## src/rtl/miriscv_lsu_pkg.sv

```systemverilog
// ---------------------------------------------------------------------------
// miriscv_lsu_pkg
// Types and constants for the load/store path, including the data-memory
// arbiter that shares the core data port between the LSU and an auxiliary
// master (debug module or DMA).
// ---------------------------------------------------------------------------
package miriscv_lsu_pkg;

  // Number of requesters sharing the data-memory port
  localparam int unsigned DMEM_REQ_N = 2;

  // Requester identifier carried by every accepted transaction
  typedef logic dmem_id_t;

  localparam dmem_id_t DMEM_ID_LSU = 1'b0;
  localparam dmem_id_t DMEM_ID_AUX = 1'b1;

  // Arbiter lock state: IDLE arbitrates freely, LOCKED holds one requester
  // on the bus until its request is granted.
  typedef enum logic {
    ARB_IDLE   = 1'b0,
    ARB_LOCKED = 1'b1
  } dmem_arb_state_e;

endpackage : miriscv_lsu_pkg

```

## src/rtl/miriscv_pkg.sv

```systemverilog
// ---------------------------------------------------------------------------
// miriscv_pkg
// Core-wide constants shared by the miriscv blocks.
// ---------------------------------------------------------------------------
package miriscv_pkg;

  localparam int unsigned XLEN = 32;

endpackage : miriscv_pkg

```

## src/rtl/miriscv_dmem_id_fifo.sv

```systemverilog
// ---------------------------------------------------------------------------
// miriscv_dmem_id_fifo
// Circular FIFO of requester IDs, one entry per accepted-but-unanswered
// data-memory transaction. Responses come back in order, so the head entry
// names the owner of the next response.
//
// Ports:
//   clk_i      core clock
//   arstn_i    asynchronous active-low reset (empties the FIFO)
//   push_i     store push_id_i at the tail
//   push_id_i  owner of the transaction being accepted
//   pop_i      drop the head entry (ignored while empty)
//   head_id_o  owner of the oldest outstanding transaction
//   count_o    number of outstanding transactions
//   full_o     DEPTH entries stored
// ---------------------------------------------------------------------------
module miriscv_dmem_id_fifo
  import miriscv_lsu_pkg::*;
#(
  parameter  int unsigned DEPTH = 2,
  localparam int unsigned CNT_W = $clog2(DEPTH + 1)
) (
  input  logic             clk_i,
  input  logic             arstn_i,
  input  logic             push_i,
  input  dmem_id_t         push_id_i,
  input  logic             pop_i,
  output dmem_id_t         head_id_o,
  output logic [CNT_W-1:0] count_o,
  output logic             full_o
);

  localparam int unsigned      PTR_W    = (DEPTH > 1) ? $clog2(DEPTH) : 1;
  localparam logic [PTR_W-1:0] PTR_LAST = PTR_W'(DEPTH - 1);
  localparam logic [CNT_W-1:0] CNT_FULL = CNT_W'(DEPTH);

  logic [PTR_W-1:0]       wr_ptr_q, wr_ptr_d;
  logic [PTR_W-1:0]       rd_ptr_q, rd_ptr_d;
  logic [CNT_W-1:0]       count_q, count_d;
  dmem_id_t [DEPTH-1:0]   mem_q, mem_d;
  logic                   push_eff;
  logic                   pop_eff;

  // Pointers wrap modulo DEPTH, which need not be a power of two
  function automatic logic [PTR_W-1:0] ptr_inc(input logic [PTR_W-1:0] ptr);
    return (ptr == PTR_LAST) ? '0 : ptr + 1'b1;
  endfunction

  assign pop_eff  = pop_i & (count_q != '0);
  // A pop in the same cycle frees the slot the push needs
  assign push_eff = push_i & ((count_q != CNT_FULL) | pop_eff);

  always_comb begin
    wr_ptr_d = wr_ptr_q;
    rd_ptr_d = rd_ptr_q;
    count_d  = count_q;
    mem_d    = mem_q;
    if (push_eff) begin
      mem_d[wr_ptr_q] = push_id_i;
      wr_ptr_d        = ptr_inc(wr_ptr_q);
    end
    if (pop_eff) begin
      rd_ptr_d = ptr_inc(rd_ptr_q);
    end
    case ({push_eff, pop_eff})
      2'b10:   count_d = count_q + 1'b1;
      2'b01:   count_d = count_q - 1'b1;
      default: count_d = count_q;
    endcase
  end

  always_ff @(posedge clk_i or negedge arstn_i) begin
    if (!arstn_i) begin
      wr_ptr_q <= '0;
      rd_ptr_q <= '0;
      count_q  <= '0;
    end else begin
      wr_ptr_q <= wr_ptr_d;
      rd_ptr_q <= rd_ptr_d;
      count_q  <= count_d;
    end
  end

  // ID storage is only read behind a non-zero count, so it needs no reset
  always_ff @(posedge clk_i) begin
    mem_q <= mem_d;
  end

  assign head_id_o = mem_q[rd_ptr_q];
  assign count_o   = count_q;
  assign full_o    = (count_q == CNT_FULL);

endmodule : miriscv_dmem_id_fifo

```

## src/rtl/miriscv_dmem_arbiter.sv

```systemverilog
// ---------------------------------------------------------------------------
// miriscv_dmem_arbiter
// Shares the core data-memory port between the LSU (requester 0) and an
// auxiliary master (requester 1). A locked round-robin arbiter keeps the
// chosen request on the bus until it is granted; an owner FIFO routes the
// in-order responses back to the requester that issued each transaction.
//
// Ports:
//   clk_i, arstn_i         clock, asynchronous active-low reset
//   r_req_i/r_we_i/r_be_i  per-requester request, write enable, byte enables
//   r_addr_i/r_wdata_i     per-requester address and write data
//   r_gnt_o                per-requester grant (same cycle as data_gnt_i)
//   r_rvalid_o/r_rdata_o   per-requester response valid, shared read data
//   data_*_o               request to the external data bus
//   data_gnt_i             bus grant
//   data_rvalid_i/rdata_i  bus response
//   busy_o                 transactions outstanding or a request locked
//   rsp_err_o              response arrived with nothing outstanding
// ---------------------------------------------------------------------------
module miriscv_dmem_arbiter
  import miriscv_lsu_pkg::*;
#(
  parameter int unsigned MAX_OUTST = 2,
  parameter int unsigned XLEN      = miriscv_pkg::XLEN
) (
  input  logic                                clk_i,
  input  logic                                arstn_i,
  input  logic [DMEM_REQ_N-1:0]               r_req_i,
  input  logic [DMEM_REQ_N-1:0]               r_we_i,
  input  logic [DMEM_REQ_N-1:0][3:0]          r_be_i,
  input  logic [DMEM_REQ_N-1:0][XLEN-1:0]     r_addr_i,
  input  logic [DMEM_REQ_N-1:0][XLEN-1:0]     r_wdata_i,
  output logic [DMEM_REQ_N-1:0]               r_gnt_o,
  output logic [DMEM_REQ_N-1:0]               r_rvalid_o,
  output logic [XLEN-1:0]                     r_rdata_o,
  output logic                                data_req_o,
  output logic                                data_we_o,
  output logic [3:0]                          data_be_o,
  output logic [XLEN-1:0]                     data_addr_o,
  output logic [XLEN-1:0]                     data_wdata_o,
  input  logic                                data_gnt_i,
  input  logic                                data_rvalid_i,
  input  logic [XLEN-1:0]                     data_rdata_i,
  output logic                                busy_o,
  output logic                                rsp_err_o
);

  localparam int unsigned CNT_W = $clog2(MAX_OUTST + 1);

  dmem_arb_state_e  state_q, state_d;
  dmem_id_t         lock_id_q, lock_id_d;
  dmem_id_t         rr_q, rr_d;       // requester that wins the next conflict

  dmem_id_t         sel_id;
  logic             sel_req;
  logic             issue;
  logic             accept;
  logic             pop;
  logic             has_outst;
  logic             fifo_full;
  dmem_id_t         head_id;
  logic [CNT_W-1:0] fifo_count;

  // Requester selection: a locked requester owns the bus even if the other
  // one asserts; its request dropping while locked releases the lock.
  always_comb begin
    sel_id  = DMEM_ID_LSU;
    sel_req = 1'b0;
    if (state_q == ARB_LOCKED) begin
      sel_id  = lock_id_q;
      sel_req = r_req_i[lock_id_q];
    end else begin
      sel_req = |r_req_i;
      case (r_req_i)
        2'b11:   sel_id = rr_q;
        2'b10:   sel_id = DMEM_ID_AUX;
        default: sel_id = DMEM_ID_LSU;
      endcase
    end
  end

  // Issue is held back while the owner FIFO has no room; state is frozen then
  assign issue     = sel_req & ~fifo_full;
  assign accept    = issue & data_gnt_i;
  assign has_outst = (fifo_count != '0);
  assign pop       = data_rvalid_i & has_outst;

  always_comb begin
    state_d   = state_q;
    lock_id_d = lock_id_q;
    rr_d      = rr_q;
    if (accept) begin
      rr_d = ~sel_id;
    end
    case (state_q)
      ARB_IDLE: begin
        if (issue && !data_gnt_i) begin
          state_d   = ARB_LOCKED;
          lock_id_d = sel_id;
        end
      end
      ARB_LOCKED: begin
        if (!sel_req || accept) begin
          state_d = ARB_IDLE;
        end
      end
      default: state_d = ARB_IDLE;
    endcase
  end

  always_ff @(posedge clk_i or negedge arstn_i) begin
    if (!arstn_i) begin
      state_q   <= ARB_IDLE;
      lock_id_q <= DMEM_ID_LSU;
      rr_q      <= DMEM_ID_LSU;
    end else begin
      state_q   <= state_d;
      lock_id_q <= lock_id_d;
      rr_q      <= rr_d;
    end
  end

  // Bus side: request fields are zero whenever nothing is issued
  always_comb begin
    data_req_o   = issue;
    data_we_o    = issue & r_we_i[sel_id];
    data_be_o    = issue ? r_be_i[sel_id]    : '0;
    data_addr_o  = issue ? r_addr_i[sel_id]  : '0;
    data_wdata_o = issue ? r_wdata_i[sel_id] : '0;
  end

  // Requester side: grant and response routing are both combinational
  always_comb begin
    r_gnt_o    = '0;
    r_rvalid_o = '0;
    if (accept) begin
      r_gnt_o[sel_id] = 1'b1;
    end
    if (pop) begin
      r_rvalid_o[head_id] = 1'b1;
    end
  end

  assign r_rdata_o = data_rdata_i;
  // A response with nothing outstanding (e.g. to a pre-reset request) is dropped
  assign rsp_err_o = data_rvalid_i & ~has_outst;
  assign busy_o    = has_outst | (state_q == ARB_LOCKED);

  miriscv_dmem_id_fifo #(
    .DEPTH (MAX_OUTST)
  ) u_id_fifo (
    .clk_i     (clk_i),
    .arstn_i   (arstn_i),
    .push_i    (accept),
    .push_id_i (sel_id),
    .pop_i     (pop),
    .head_id_o (head_id),
    .count_o   (fifo_count),
    .full_o    (fifo_full)
  );

endmodule : miriscv_dmem_arbiter

```

## config.mk

```make
export PLATFORM = sky130hd
export DESIGN_NAME = miriscv_dmem_arbiter
export DESIGN_NICKNAME = d
export VERILOG_FILES = /design/src/rtl/miriscv_lsu_pkg.sv /design/src/rtl/miriscv_pkg.sv /design/src/rtl/miriscv_dmem_id_fifo.sv /design/src/rtl/miriscv_dmem_arbiter.sv
export SDC_FILE = /design/constraint.sdc
export NUM_CORES = 1
export LEC_CHECK = 0
export CAP_MARGIN = 20
export CORE_MARGIN = 10
export CORE_UTILIZATION = 20
export CTS_CLUSTER_DIAMETER = 50
export DETAILED_ROUTE_END_ITERATION = 7
export GPL_ROUTABILITY_DRIVEN = 0
export PLACE_DENSITY_LB_ADDON = 0.2
export SLEW_MARGIN = 25
export SYNTH_ARGS = -nofsm -noshare
export SYNTH_HDL_FRONTEND = slang
export SYNTH_HIERARCHICAL = 1
export SYNTH_SLANG_ARGS = --single-unit
```

## constraint.sdc

```tcl
create_clock -name clk_i -period 1.8 [get_ports clk_i]
set_clock_uncertainty 0.05 [all_clocks]
set_input_delay 0.36 -clock clk_i [delete_from_list [all_inputs] [get_ports clk_i]]
set_output_delay 0.36 -clock clk_i [all_outputs]
set_load 0.02 [all_outputs]
```

==> run_results.csv, run 1 <==
group,metric,value,unit
timing,clock.fmax,448,MHz
timing,slew_violations,0,
routing,drt_pass1_iterations,4,
routing,wl_per_cell,20.2,um
global_route,grt_pass1_vias,3390,
synthesis,ys_seq_area_share,13.5,%
finish,nets,724,
synthesis,syn_avg_cell_area,5.60,um^2
timing,hold_viol,0,
clock_network,numCtsBuffers,3,
power_and_ir_drop,seqPwrFrac,4.1,%
routing,drt_iter0_markers,56,
routing,detail-route-antenna-nets,0,
routing,vias,3031,
synthesis,synth_xor_area_share,2.52,%
job,cap_violations,0,
critical_path,path_cells,"mux2i_1, a211o_4, buf_12, buf_16, a21oi_2, buf_6",
routing,wirelength,13.2,mm
clock_network,cts_tree,"built",
power_and_ir_drop,combPwrFrac,93.5,%
clock_network,clock_latency,0.23,ns
critical_path,cp-end-kind,"output port",
timing,finalCriticalPeriod,2.23,ns
synthesis,synth_area,1740,um^2
finish,final_core_utilization,70.2,%
clock_network,root_buffer,"clkbuf_8",
synthesis,synth_fa_ha_area_share,0.719,%
critical_path,reg2reg_from,"lock_id_q",
clock_network,ctsHoldBuffers,0,
floorplanning,fp.dieH,113,um
synthesis,synth_cell_types,32,
timing,tightest_slew,0.363,ns
critical_path,crit_arrival,1.82,ns
place,io_buffers,219,
critical_path,worst-path-stages,6,
run_status,status,"finished with violations",
clock_network,clkTransAtPathRegs,0.05,ns
clock_network,clkSinkCount,9,
routing,drc,0,
global_route,grt-ovfl-total,0,
timing,setup_ws,-0.430,ns
place,dp_hpwl,8.77,mm
critical_path,crit_path_max_incr_delay,0.41,ns
critical_path,critical_path.top_delay_family,"compound AO/OA/AOI/OAI gates",
synthesis,synthCells,311,
synthesis,syn-num-nets,488,
routing,viasPerCell,4.66,
clock_network,clock_path_buffers,2,
power_and_ir_drop,p_per_area,1650,nW/um^2
floorplanning,dieArea,12800,um^2
synthesis,yosys.area_share.simple,35.7,%
critical_path,rr_worst_depth,12,
synthesis,synth_top_area_share,30.0,%
global_route,grt_pass1_wl,19.0,mm
timing,rsz0062_at_grt,"yes",
worst_hold_path,hp-class,"input pin to asynchronous set/reset pin",
power_and_ir_drop,cellLeakagePower,2.49,nW
floorplanning,start_util,20.9,%
critical_path,path_class,"register to output port",
finish,drive_gt1_share,52.9,%
synthesis,synth-compound-area-share,23.7,%
critical_path,path_buf_inv,3,
floorplanning,num_io_pins,284,
synthesis,synth_seq_cells,9,
critical_path,path_max_fanout,16,
run_status,violations,"negative setup slack",
power_and_ir_drop,switchingPower,4.54,mW
timing,min_period_over_period,124,%
global_route,grt_util_all_layers,18.1,%
finish,n_antenna_cell,0,
timing,slew_headroom,75.6,%
global_route,grt_max_degree,21,
power_and_ir_drop,peakVddDrop,0.907,mV
critical_path,crit_start,"lock_id_q",
synthesis,ys_warn_count,6,
floorplanning,core_area,8340,um^2
timing,finalSetupTns,-28.33,ns
critical_path,worst_setup_path_start_kind,"register",
synthesis,post-synth-top-area-cell,"nand2_1",
synthesis,synth_top_family_by_area,"simple AND/OR/NAND/NOR gates",
clock_network,htreeDepth,1,
global_route,antenna_found_initial,0,
synthesis,muxShareOfSynthArea,2.08,%
critical_path,crit_required,1.39,ns
critical_path,worst_path_max_delay_cell,"a211o_4",
floorplanning,die_w,113,um
synthesis,ys_top_cells_by_area,"nand2_1 (30%), a21oi_1 (20%), buf_4 (14%)",
power_and_ir_drop,swShare,46.9,%
power_and_ir_drop,pwr-share-clk,2.4,%
floorplanning,placementRows,33,
timing,setup_viol,79,
power_and_ir_drop,intPower,5.14,mW
finish,area_growth,237,%
[what timing repair did]
| action | 4_1_cts | 5_1_grt |
|---|---|---|
| setup buffers | 25 | 5 |
| setup endpoints to repair | 82 | 81 |
| pin swaps | 37 | 33 |
| gates resized for setup | 547 | 100 |
| cloned | 15 | 1 |
[Yosys cell counts, drive strengths merged]
library cell,number
o21ai,1
ha,1
nor3b,1
nor2,8
nand2,140
inv,4
a211oi,1
mux2i,1
mux2,2
nor2b,2
xor2,2
dfrtp,7
o21a,3
or3,1
nor4,1
and2,1
clkbuf,5
buf,50
nand2b,2
clkinv,1
xnor2,3
edfxtp,2
a21oi,71
a211o,1
[path summary, 6_finish.rpt]
check	slack, ns	end
min	0.36	u_id_fifo/count_o[0]
min in group clk_i	0.51	u_id_fifo/rd_ptr_q
min reg2reg	0.51	u_id_fifo/rd_ptr_q
max reg2reg	-0.39	u_id_fifo/count_o[1]
max in group asynchronous	1.07	rr_q
max	-0.43	data_wdata_o[3]
[layout by cell type (no fill, tap or decap), types with 13 or more instances in the layout]
| cell type | count |
|---|---|
| a21oi_2 | 26 |
| buf_16 | 15 |
| buf_4 | 23 |
| clkdlybuf4s50_1 | 141 |
| nand2_4 | 33 |
| a21oi_4 | 41 |
| buf_12 | 13 |
| nand2_1 | 84 |
| buf_6 | 85 |
| nand2_2 | 22 |
[power by group through the flow]
| stage | Clock [mW] | Sequential [mW] | Combinational (mW) |
|---|---|---|---|
| CTS | 0.238 | 0.392 | 8.30 |
| finish | 0.231 | 0.393 | 9.05 |
| floorplan | 0 | 0.394 | 3.32 |
| detailed placement | 0 | 0.381 | 5.77 |
| global route | 0.249 | 0.406 | 9.52 |
| global placement | 0 | 0.376 | 5.73 |
[cell type report]
type	count	area, um^2
fillers	618	2480
well taps	105	131
flip-flops and latches	9	235
inverters	5	33.8
multi-input cells	242	2090
repair buffers	286	3330
clock buffers	4	45.0
[registers in the layout, summed over array words and instances (netlist names)]
signal	flops
state_q	1
u_id_fifo/wr_ptr_q	1
rr_q	1
u_id_fifo/count_o	2
u_id_fifo/rd_ptr_q	1
lock_id_q	1
u_id_fifo/mem_q	2
[cells by family (layout without fill, tap and decap cells)]
group	count (synthesis)	after routing
buf+inv	60	295
compound gates	77	77
simple gates	156	156
fa+ha+maj	1	1
xor+xnor	5	5
flops	9	9
mux	3	3
[metrics by stage]
step                      instances  setup WS [ns]  instance area, um^2  hold slack, ns  power, mW
after floorplan                 311         -0.164                 2070          0.0144       3.72
after detailed placement        603          -1.06                 4270           0.445       6.15
after CTS                       646         -0.443                 5410           0.371       8.93
after global placement          603          -1.06                 4270           0.435       6.10
after global routing            651         -0.486                 5860           0.376       10.2
final                           651         -0.430                 5860           0.361       9.68
[routing by layer]
layer  vias to the layer above  track usage [%]  routed length (um)
met5                         -                0                   0
met4                         0             3.30                 160
met3                        14             9.09                1590
met2                       169             34.1                6990
met1                      1408             17.5                4430
li1                       1440                -                   -
Power figures use the tool's default switching activity.
==> run 2: changes to the inputs <==
--- a/config.mk
+++ b/config.mk
@@ -5,7 +5,6 @@
 export SDC_FILE = /design/constraint.sdc
 export NUM_CORES = 1
 export LEC_CHECK = 0
-export CAP_MARGIN = 20
 export CORE_MARGIN = 10
 export CORE_UTILIZATION = 20
 export CTS_CLUSTER_DIAMETER = 50
==> results of run 2 <==
Final layout, timing and power as in run 1 (identical DEF).
